`config.mk`:
```
export PLATFORM = sky130hd
export DESIGN_NAME = shift_sipo_slave
export DESIGN_NICKNAME = d
export VERILOG_FILES = /design/src/rtl/shift_sipo_slave.sv
export SDC_FILE = /design/constraint.sdc
export NUM_CORES = 1
export LEC_CHECK = 0
export ABC_AREA = 0
export BUFFER_PORTS_ARGS = -buffer_cell sky130_fd_sc_hd__buf_2
export CAP_MARGIN = 20
export CORE_MARGIN = 2
export CORE_UTILIZATION = 35
export CTS_CLUSTER_DIAMETER = 150
export CTS_CLUSTER_SIZE = 12
export DETAILED_ROUTE_END_ITERATION = 10
export PLACE_DENSITY_LB_ADDON = 0.15
export SKIP_CTS_REPAIR_TIMING = 1
export SYNTH_ARGS = -nofsm -noshare
export SYNTH_HDL_FRONTEND = slang
export SYNTH_SLANG_ARGS = --single-unit
```
`constraint.sdc`:
```
create_clock -name Clk -period 3.26 [get_ports Clk]
set_input_delay 0.815 -clock Clk [delete_from_list [all_inputs] [get_ports Clk]]
set_output_delay 0.815 -clock Clk [all_outputs]
set_load 0.005 [all_outputs]
```
`src/rtl/shift_sipo_slave.sv`:
```
// Serial-in parallel-out bus slave.
// Receives an address byte MSB first. If the address matches, it acknowledges and then
// receives data bytes, acknowledging each one, until Stop or a repeated Start.
module shift_sipo_slave #(
    parameter logic [6:0] SLAVE_ADDR = 7'h50
) (
    input  logic       Clk,
    input  logic       Rst,
    input  logic       Start,
    input  logic       Stop,
    input  logic       En,
    input  logic       Sin,
    output logic [7:0] Data,
    output logic       DataValid,
    output logic       Ack,
    output logic       AddrMatch,
    output logic       RW,
    output logic       Busy
);

    typedef enum logic [2:0] {
        StIdle,
        StAddr,
        StAckA,
        StData,
        StAckD
    } state_e;

    state_e      state_q, state_d;
    logic [3:0]  cnt_q, cnt_d;
    logic [7:0]  sr_q, sr_d;
    logic [7:0]  data_q, data_d;
    logic        dv_q, dv_d;
    logic        ack_q, ack_d;
    logic        am_q, am_d;
    logic        rw_q, rw_d;
    logic [7:0]  byte_w;

    // Byte as it would look with the current serial bit shifted in
    assign byte_w = {sr_q[6:0], Sin};

    // Next-state and registered-output logic; Stop beats Start beats En
    always_comb begin
        state_d = state_q;
        cnt_d   = cnt_q;
        sr_d    = sr_q;
        data_d  = data_q;
        dv_d    = 1'b0;
        am_d    = am_q;
        rw_d    = rw_q;

        if (Stop && (state_q != StIdle)) begin
            // Abort the frame and drop any partial byte. Data is kept.
            state_d = StIdle;
            cnt_d   = 4'd0;
            sr_d    = 8'h00;
            am_d    = 1'b0;
            rw_d    = 1'b0;
        end else if (Start) begin
            // Start or repeated start. Any Ack or DataValid due on this edge is suppressed.
            state_d = StAddr;
            cnt_d   = 4'd0;
            sr_d    = 8'h00;
            am_d    = 1'b0;
            rw_d    = 1'b0;
        end else begin
            unique case (state_q)
                StIdle: begin
                end
                StAddr: begin
                    if (En) begin
                        sr_d  = byte_w;
                        cnt_d = cnt_q + 4'd1;
                        if (cnt_q == 4'd7) begin
                            cnt_d = 4'd0;
                            if (byte_w[7:1] == SLAVE_ADDR) begin
                                state_d = StAckA;
                                am_d    = 1'b1;
                                rw_d    = byte_w[0];
                            end else begin
                                state_d = StIdle;
                            end
                        end
                    end
                end
                StAckA: begin
                    state_d = StData;
                    cnt_d   = 4'd0;
                end
                StData: begin
                    if (En) begin
                        sr_d  = byte_w;
                        cnt_d = cnt_q + 4'd1;
                        if (cnt_q == 4'd7) begin
                            cnt_d   = 4'd0;
                            data_d  = byte_w;
                            dv_d    = 1'b1;
                            state_d = StAckD;
                        end
                    end
                end
                StAckD: begin
                    state_d = StData;
                    cnt_d   = 4'd0;
                end
                default: begin
                    state_d = StIdle;
                    cnt_d   = 4'd0;
                    sr_d    = 8'h00;
                end
            endcase
        end

        // Ack is high during exactly the cycle spent in an acknowledge state
        ack_d = (state_d == StAckA) || (state_d == StAckD);
    end

    // State and output registers with asynchronous reset
    always_ff @(posedge Clk or posedge Rst) begin
        if (Rst) begin
            state_q <= StIdle;
            cnt_q   <= 4'd0;
            sr_q    <= 8'h00;
            data_q  <= 8'h00;
            dv_q    <= 1'b0;
            ack_q   <= 1'b0;
            am_q    <= 1'b0;
            rw_q    <= 1'b0;
        end else begin
            state_q <= state_d;
            cnt_q   <= cnt_d;
            sr_q    <= sr_d;
            data_q  <= data_d;
            dv_q    <= dv_d;
            ack_q   <= ack_d;
            am_q    <= am_d;
            rw_q    <= rw_d;
        end
    end

    assign Data      = data_q;
    assign DataValid = dv_q;
    assign Ack       = ack_q;
    assign AddrMatch = am_q;
    assign RW        = rw_q;
    assign Busy      = (state_q != StIdle);

endmodule

```
==> results of run 1 <==
-- stage by stage --
step	hold slack (ns)	total power, mW	worst slack (ns)
2_1_floorplan	0.471	0.377	1.34
3_3_place_gp	0.482	0.392	1.11
3_5_place_dp	0.488	0.392	1.10
4_1_cts	0.512	0.664	1.00
5_1_grt	0.534	0.688	0.939
6_report	0.505	0.655	1.00
-- worst reg2reg max path: stages (launching register included) --
cell and delay, ns:
dfrtp_1 0.58, nor4b_4 0.34, buf_4 0.26, nand3_4 0.17, mux2_2 0.32
-- how the worst max path moves through the flow --
stage,startpoint,to,slack (ns)
after floorplan,Stop,Data[0],1.34
after global placement,Start,Data[5],1.11
after detailed placement,Start,Data[2],1.10
after CTS,state_q[2],Busy,1.00
after global routing,state_q[2],Busy,0.94
final,state_q[2],Busy,1.00
-- kinds of logic (layout without fill, tap and decap cells) --
family	count (synthesis)	after routing
DFF	26	26
muxes	18	18
adders and majority gates	3	3
buffers and inverters	14	31
AOI/OAI and AO/OA	13	13
and+or+nand+nor	40	40
-- area by class of cell --
class	instances	area share, %
repair buffers	20	8.07
well taps	48	3.87
inverters	7	1.69
flip-flops and latches	26	42.0
clock inverters	1	1.94
multi-input cells	74	39.8
clock buffers	3	2.66
-- power by group --
| part | switching, mW | internal, mW |
|---|---|---|
| combinational | 0.0321 | 0.0253 |
| sequential | 0.00588 | 0.325 |
| clock | 0.103 | 0.164 |
| total | 0.141 | 0.514 |
-- Yosys cell counts (2+ instances only) --
library cell	instances	area, µm²
nand2b_1	7	43.8
nor2_1	4	15.0
maj3_1	2	20.0
nand2_1	10	37.5
o211ai_1	3	22.5
a211o_1	2	17.5
dfrtp_1	26	651
buf_2	4	20.0
mux2_2	8	90.1
inv_1	7	26.3
nand4_1	2	12.5
mux2i_1	10	100
nand3b_1	4	30.0
and3_1	4	25.0
-- cell usage in the layout (no fill, tap or decap), types with 2 or more instances in the layout --
cell       n
nand3b_1   4
clkbuf_8   3
nand4_1    2
mux2i_1   10
nand2_1   10
maj3_1     2
o211ai_1   3
dfrtp_1   26
nand2b_1   7
inv_1      7
mux2_2     8
nor2_1     4
a211o_1    2
and3_1     4
buf_2     18
-- state kept, by name (all words and copies together), names as in the netlist --
signal / cells
state_q: 3
cnt_q: 4
Ack: 1
RW: 1
AddrMatch: 1
DataValid: 1
Data: 8
sr_q: 7
-- per-layer routing --
metal | track usage [%] | part of all wire [%]
met5 | 0 | 0
met4 | 3.91 | 0
met3 | 2.74 | 3.8
met2 | 18.3 | 44
met1 | 20.1 | 52
==> results.md, run 1 <==
* Status: finished clean
* Final Util at between 40% and 50%
* Yosys warning total at 0
* Slew @ Worst Pin at approximately 0.54 ns
* Max-Cap Viols at 0
* Sink Count at 26
* Clock buffer count from CTS at 3
* Flop2flop setup slack at between 1 and 1.5 ns
* DRT iter0 DRCs at just under 90
* Dpl hpwl at about 1700 µm
* Worst path max stage delay at between 0.5 and 0.6 ns
* Clock root buffer: clkbuf_8
* CP Class: register to primary output
* Simple logic cell fraction of the synthesized area at between 20% and 30%
* Syn Area/Cell at 11.7 µm²
* Total track usage at 13.1%
* Top_reg_cell synth: dfrtp_1
* Post-route ant nets at 0
* Register area at approximately 650 µm²
* Main combinational cell family by area after synthesis: simple AND/OR/NAND/NOR gates
* GPL Wtd Cong at between 0.7 and 0.8
* RR Endpoint: Data[2]
* Maximum vdd drop at 0.297 mV
* Crit. End Element: primary output
* Slew Limit Headroom at between 60% and 70%
* Vias post-DR at around 900
* CP top delay family: flip-flops
* Syn nets at roughly 120
* Slew Viols, Final at 0
* Die Area at 4320 µm²
* Worst setup SP type: register
* Hold/Removal Path Class: register to register
* Hold path cells at 1
* Worst r2r src: state_q[2]
* Final Hold Fails at 0
* Layout Cells excl Fill at ~180
* Area delta synth->final at 16.3%
* Crit-path slowest cell: dfrtp_1
* First-pass GRT wire length at ~4400 µm
* Post-synth EDFFs at 0
* Power density cells at ~420 nW/µm²
* Clk_skew at ~0.0028 ns
* FF-to-FF path depth at 4
* GR Overflow Total at 0
* Critical path cell sequence: or3_1 > buf_2
* Post-synthesis cell count at between 100 and 150
* Worst-Skew Late Latency at 0.27 ns
* Mux cell area share after synthesis at roughly 14%
* Number of global-route vias before repair at 871
* Lkg Pwr at between 0.7 and 0.8 nW
* Vias per cell at between 5 and 6
* Routed len/inst at 13.8 µm
* Placement Cell Area at approximately 1500 µm²
* Post-synth cell types at 35
* RSZ-0062 raised after global routing: false
* Placed Cells at 174
* Io pins at 19
* XOR/XNOR Fraction of Synth Area at 0%
* Die Y at ~66 µm
* Post-Syn Area at 1330 µm²
* Design Area, Final at between 1500 and 2000 µm²
* CTS H-tree lvls at 1
* Hold Path Origin: cnt_q[0]
* CP arrival at ~1.4 ns
* Fin crit share at about 69%
* Cell depth of the worst setup path at 2
* Clock buffer depth at 2
* Buffers and inverters on the worst path at 1
* I/O Buffers at 18
* Post-synthesis compound-gate area fraction at a little under a tenth
* Synth Register Bits at 26
* Drt total wl at 2470 µm
* Initial Utilization at 36.4%
* Fmax at roughly 440 MHz
* Largest net degree at the start of global routing at 27
* Share of cells above drive strength 1 at between 20% and 30%
* Synth Area in Adders at ~2.4%
* DRC at 0
* ANT cells at 0
* Fin crit period at 2.26 ns
* Initial DRT Pass Iterations at 4
* CORE AREA at 3660 µm²
* Initial antenna violation count at 0
* CP max FO at 13
* Clock transition at path regs at about 0.09 ns
* Nets at ~140
* Cell row count at 22
* Setup TNS at 0 ns
* DIE WIDTH at about 66 µm
* Endpoint, Worst Hold: cnt_q[0]
* TritonCTS clock tree: done
* Filler cells at 361
* Req. time, crit path at roughly 2.4 ns
* Area of the multi-input gates at approximately 620 µm²
* Final setup violation count at 0
* FFs w/ async S/R, synth at 100%
* Sequential share of the synthesized area at ~49%
Note: power is estimated with default switching activity, not from simulation.
==> run 2, diff against run 1 <==
clock period = 2.3 ns   (was 3.26 ns; I/O delays follow)
==> results.md, run 2 (synthesized netlist as in run 1, its figures left out) <==
* Status: finished clean
* Largest register FFs at 8
* TritonCTS clock tree: done
* Io pins at 19
* Worst hold slack at 0.342 ns
* Fin crit period at slightly below 2 ns
* Met2 Use GR at between 20% and 30%
* RR Endpoint: Ack
* Largest net degree at the start of global routing at 27
* Final Hold Fails at 0
* Routed len/inst at roughly 14 µm
* Die Area at 4320 µm²
* Crit. End Element: primary output
* Flop2flop setup slack at 0.57 ns
* Worst-Skew Late Latency at between 0.2 and 0.3 ns
* Cell row count at 22
* Vias per cell at roughly 5.0
* CORE AREA at around 3700 µm²
* Commonest non-fill, non-tap cell in the layout: dfrtp_1
* CP top delay family: flip-flops
* Placed Cells at 175
* Final Util at between 40% and 50%
* CP max FO at 13
* Number of global-route vias before repair at 910
* Final Worst Setup Slack at ~0.32 ns
* Drt total wl at 2480 µm
* Initial DRT Pass Iterations at 4
* Design Area, Final at ~1500 µm²
* Total track usage at 12.8%
* FF-to-FF path depth at 4
* Clock buffer count from CTS at 3
* Fin crit share at roughly 86%
* Fmax at about 500 MHz
* CTS H-tree lvls at 1
* Worst setup SP type: register
* Power density cells at between 600 and 700 nW/µm²
* I/O Buffers at 18
* Vias post-DR at 900
* Clk_skew at 0.00682 ns
* Layout Cells excl Fill at between 150 and 200
* Share of cells above drive strength 1 at between 20% and 30%
* ANT cells at 0
* GR Overflow Total at 0
* Worst r2r src: cnt_q[0]
* Buffers and inverters on the worst path at 1
* GR met1 Demand/Resource at between 10% and 20%
* Die Y at 65.7 µm
* RSZ-0062 raised after global routing: false
* Worst path max stage delay at between 0.5 and 0.6 ns
* Area delta synth->final at 14.8%
* Slew Viols, Final at 0
* Req. time, crit path at ~1.7 ns
* Max-Cap Viols at 0
* Initial antenna violation count at 0
* Clock buffer depth at 2
* First-pass GRT wire length at 4250 µm
* Maximum vdd drop at 0.224 mV
* Nets at between 100 and 150
* DIE WIDTH at 65.7 µm
* Gr busiest metal: met2
* Critical path cell sequence: or3_1 > buf_2
* Slew Limit Headroom at about 64%
* Final setup violation count at 0
* Placement Cell Area at roughly 1500 µm²
* Met3 Usage GRT at under 10%
* Pre-CTS setup slack at approximately 0.47 ns
* Crit-path slowest cell: dfrtp_1
* Most frequent cells in the layout: 26 x dfrtp_1, 18 x buf_2, 10 x nand2_1, 10 x mux2i_1, 8 x mux2_2
* Slew @ Worst Pin at 0.530 ns
* Post-route ant nets at 0
* CP arrival at between 1 and 1.5 ns
* Hold/Removal Path Class: primary input to asynchronous set/reset pin
* Sink Count at 26
* Clock transition at path regs at roughly 0.090 ns
* Clock root buffer: clkbuf_8
* GPL Wtd Cong at roughly 0.78
* Final total power at between 0.9 and 1 mW
* DRC at 0
* Setup TNS at 0 ns
* Lkg Pwr at roughly 0.74 nW
* Initial Utilization at between 30 and 40%
* DRT iter0 DRCs at 47
* Critical path startpoint: state_q[2]
* CP Class: register to primary output
* Dpl hpwl at around 1700 µm
run 2: cell types whose count changed in the layout (fill, tap and decap cells not counted):
cell | previous run | this run
buf_16 | 1 | 0
buf_4 | 1 | 2
run 2: worst max path at each step:
| stage | end | slack, ns | cells past startpoint |
|---|---|---|---|
| floorplan | Data[0] | 0.62 | 4 |
| global placement | Ack | 0.50 | 4 |
| detailed placement | Ack | 0.47 | 4 |
| CTS | Busy | 0.30 | 2 |
| global route | Busy | 0.22 | 2 |
| finish | Busy | 0.32 | 2 |
run 2: worst register-to-register path, delay by kind of cell (launching register included):
kind            cells  cell delay (ns)
simple gates        2             0.61
flops               1             0.39
compound gates      1             0.39
fa+ha+maj           1             0.25
run 2: cell type report:
type | count | area (µm²)
Fill cell | 345 | 2130
Sequential cell | 26 | 651
Multi-Input combinational cell | 74 | 617
Timing Repair Buffer | 20 | 105
Tap cell | 48 | 60.1
Clock buffer | 3 | 41.3
Clock inverter | 1 | 30.0
Inverter | 7 | 26.3
run 2: where the power goes:
part	total [mW]	switching, mW	internal, mW
sequential	0.469	0.00811	0.461
combinational	0.0768	0.0445	0.0323
clock	0.376	0.144	0.233
total	0.922	0.196	0.726
run 2: per-layer routing:
metal	part of all wire [%]	vias to the layer above
li1	-	441
met1	50	442
met2	45	15
met3	4.6	2
met4	0.69	0
met5	0	-
==> run 3, diff against run 2 <==
RECOVER_POWER = 50   (was unset)
==> results.md, run 3 (synthesized netlist as in run 1, its figures left out) <==
* Status: finished clean
* Cell row count at 22
* Die Y at 65.7 µm
* Maximum vdd drop at between 0.2 and 0.25 mV
* Clock buffer depth at 2
* CTS H-tree lvls at 1
* CORE AREA at between 3000 and 4000 µm²
* Hold/Removal Path Class: register to register
* Initial Utilization at 36.4%
* Setup TNS at 0 ns
* Placement Cell Area at approximately 1500 µm²
* Max-Cap Viols at 0
* Worst r2r src: cnt_q[0]
* Most frequent cells in the layout: 26 x dfrtp_1, 16 x buf_2, 10 x nand2_1, 10 x mux2i_1, 8 x mux2_2
* Final setup violation count at 0
* Post-route ant nets at 0
* Vias per cell at between 5 and 6
* Share of cells above drive strength 1 at about a quarter
* GR Overflow Total at 0
* DRT iter0 DRCs at 47
* Nets at roughly 140
* Clock buffer count from CTS at 3
* I/O Buffers at 18
* Clk_skew at 0.00682 ns
* Clock transition at path regs at 0.09 ns
* ANT cells at 0
* Largest register FFs at 8
* Slew Viols, Final at 0
* Largest net degree at the start of global routing at 27
* DIE WIDTH at about 66 µm
* Area delta synth->final at 14.4%
* Slew @ Worst Pin at approximately 1.4 ns
* RR Endpoint: Ack
* Io pins at 19
* Hold path cells at 1
* Dpl hpwl at approximately 1700 µm
* Number of global-route vias before repair at slightly above 900
* Total track usage at between 10% and 20%
* Req. time, crit path at ~1.7 ns
* Routed len/inst at roughly 14 µm
* Commonest non-fill, non-tap cell in the layout: dfrtp_1
* Initial DRT Pass Iterations at 4
* Worst-Skew Late Latency at between 0.2 and 0.3 ns
* Hold Path Origin: cnt_q[0]
* Fin crit share at 86.2%
* TritonCTS clock tree: done
* Crit. End Element: primary output
* CP max FO at 13
* Final Worst Setup Slack at ~0.32 ns
* Drt total wl at 2480 µm
* Initial antenna violation count at 0
* Pre-CTS setup slack at about 0.47 ns
* GPL Wtd Cong at a little under 0.8
* FF-to-FF path depth at 4
* Slew Limit Headroom at under 10%
* Final Hold Fails at 0
* RSZ-0062 raised after global routing: false
* DRC at 0
* Clock root buffer: clkbuf_8
* Vias post-DR at ~900
* Die Area at 4320 µm²
* Lkg Pwr at a little over 0.7 nW
* Worst setup SP type: register
* Power density cells at between 600 and 700 nW/µm²
* Sink Count at 26
* Design Area, Final at 1520 µm²
* First-pass GRT wire length at roughly 4300 µm
* CP arrival at roughly 1.4 ns
* Flop2flop setup slack at approximately 0.57 ns
* CP Class: register to primary output
* Final total power at 0.921 mW
* Fin crit period at 1.98 ns
* Fmax at between 500 and 600 MHz
* Filler cells at about 350
* Endpoint, Worst Hold: cnt_q[0]
## run 3: changes by cell type in the layout (fill, tap and decap cells not counted)
cell	before	now
buf_2	18	16
buf_4	2	1
clkbuf_1	0	3
## run 3: power breakdown
part           total [mW]  leakage [nW]  switching [mW]  internal [mW]
logic              0.0760         0.330          0.0445         0.0314
clock network       0.376        0.0357           0.144          0.233
registers           0.469         0.360         0.00811          0.461
total               0.921         0.726           0.196          0.725
## run 3: worst max-delay path, cell delays in order, from the launching register on
cell     delay [ns]
dfrtp_1        0.56
or3_1          0.45
buf_2          0.14
## run 3: worst max path at each step
stage | startpoint | to | slack (ns) | depth (start not counted)
after floorplan | Stop | Data[0] | 0.62 | 4
after global placement | En | Ack | 0.50 | 4
after detailed placement | En | Ack | 0.47 | 4
after CTS | state_q[2] | Busy | 0.30 | 2
after global routing | state_q[2] | Busy | 0.22 | 2
final | state_q[2] | Busy | 0.32 | 2
## run 3: area by class of cell
cell class                      count  area (µm²)  share of cell area [%]
Clock inverter                      1        30.0                    1.97
Timing Repair Buffer               20        98.8                    6.49
Multi-Input combinational cell     74         617                    40.5
Sequential cell                    26         651                    42.7
Inverter                            7        26.3                    1.72
Clock buffer                        3        41.3                    2.71
Tap cell                           48        60.1                    3.94
## run 3: per-stage QoR
stage	hold slack, ns	utilization, %	std cells
2_1_floorplan	0.471	-	114
3_3_place_gp	0.482	39.8	175
3_5_place_dp	0.488	39.8	175
4_1_cts	0.350	41.8	179
5_1_grt	0.528	41.6	179
6_report	0.508	41.6	179
## run 3: routing by layer
layer / routed length (µm) / global-route usage [%] / up-vias
met5: 0 / 0 / -
met4: 17 / 4.69 / 0
met3: 114 / 2.23 / 2
met2: 1120 / 20.6 / 15
met1: 1230 / 17.3 / 443
li1: - / - / 441
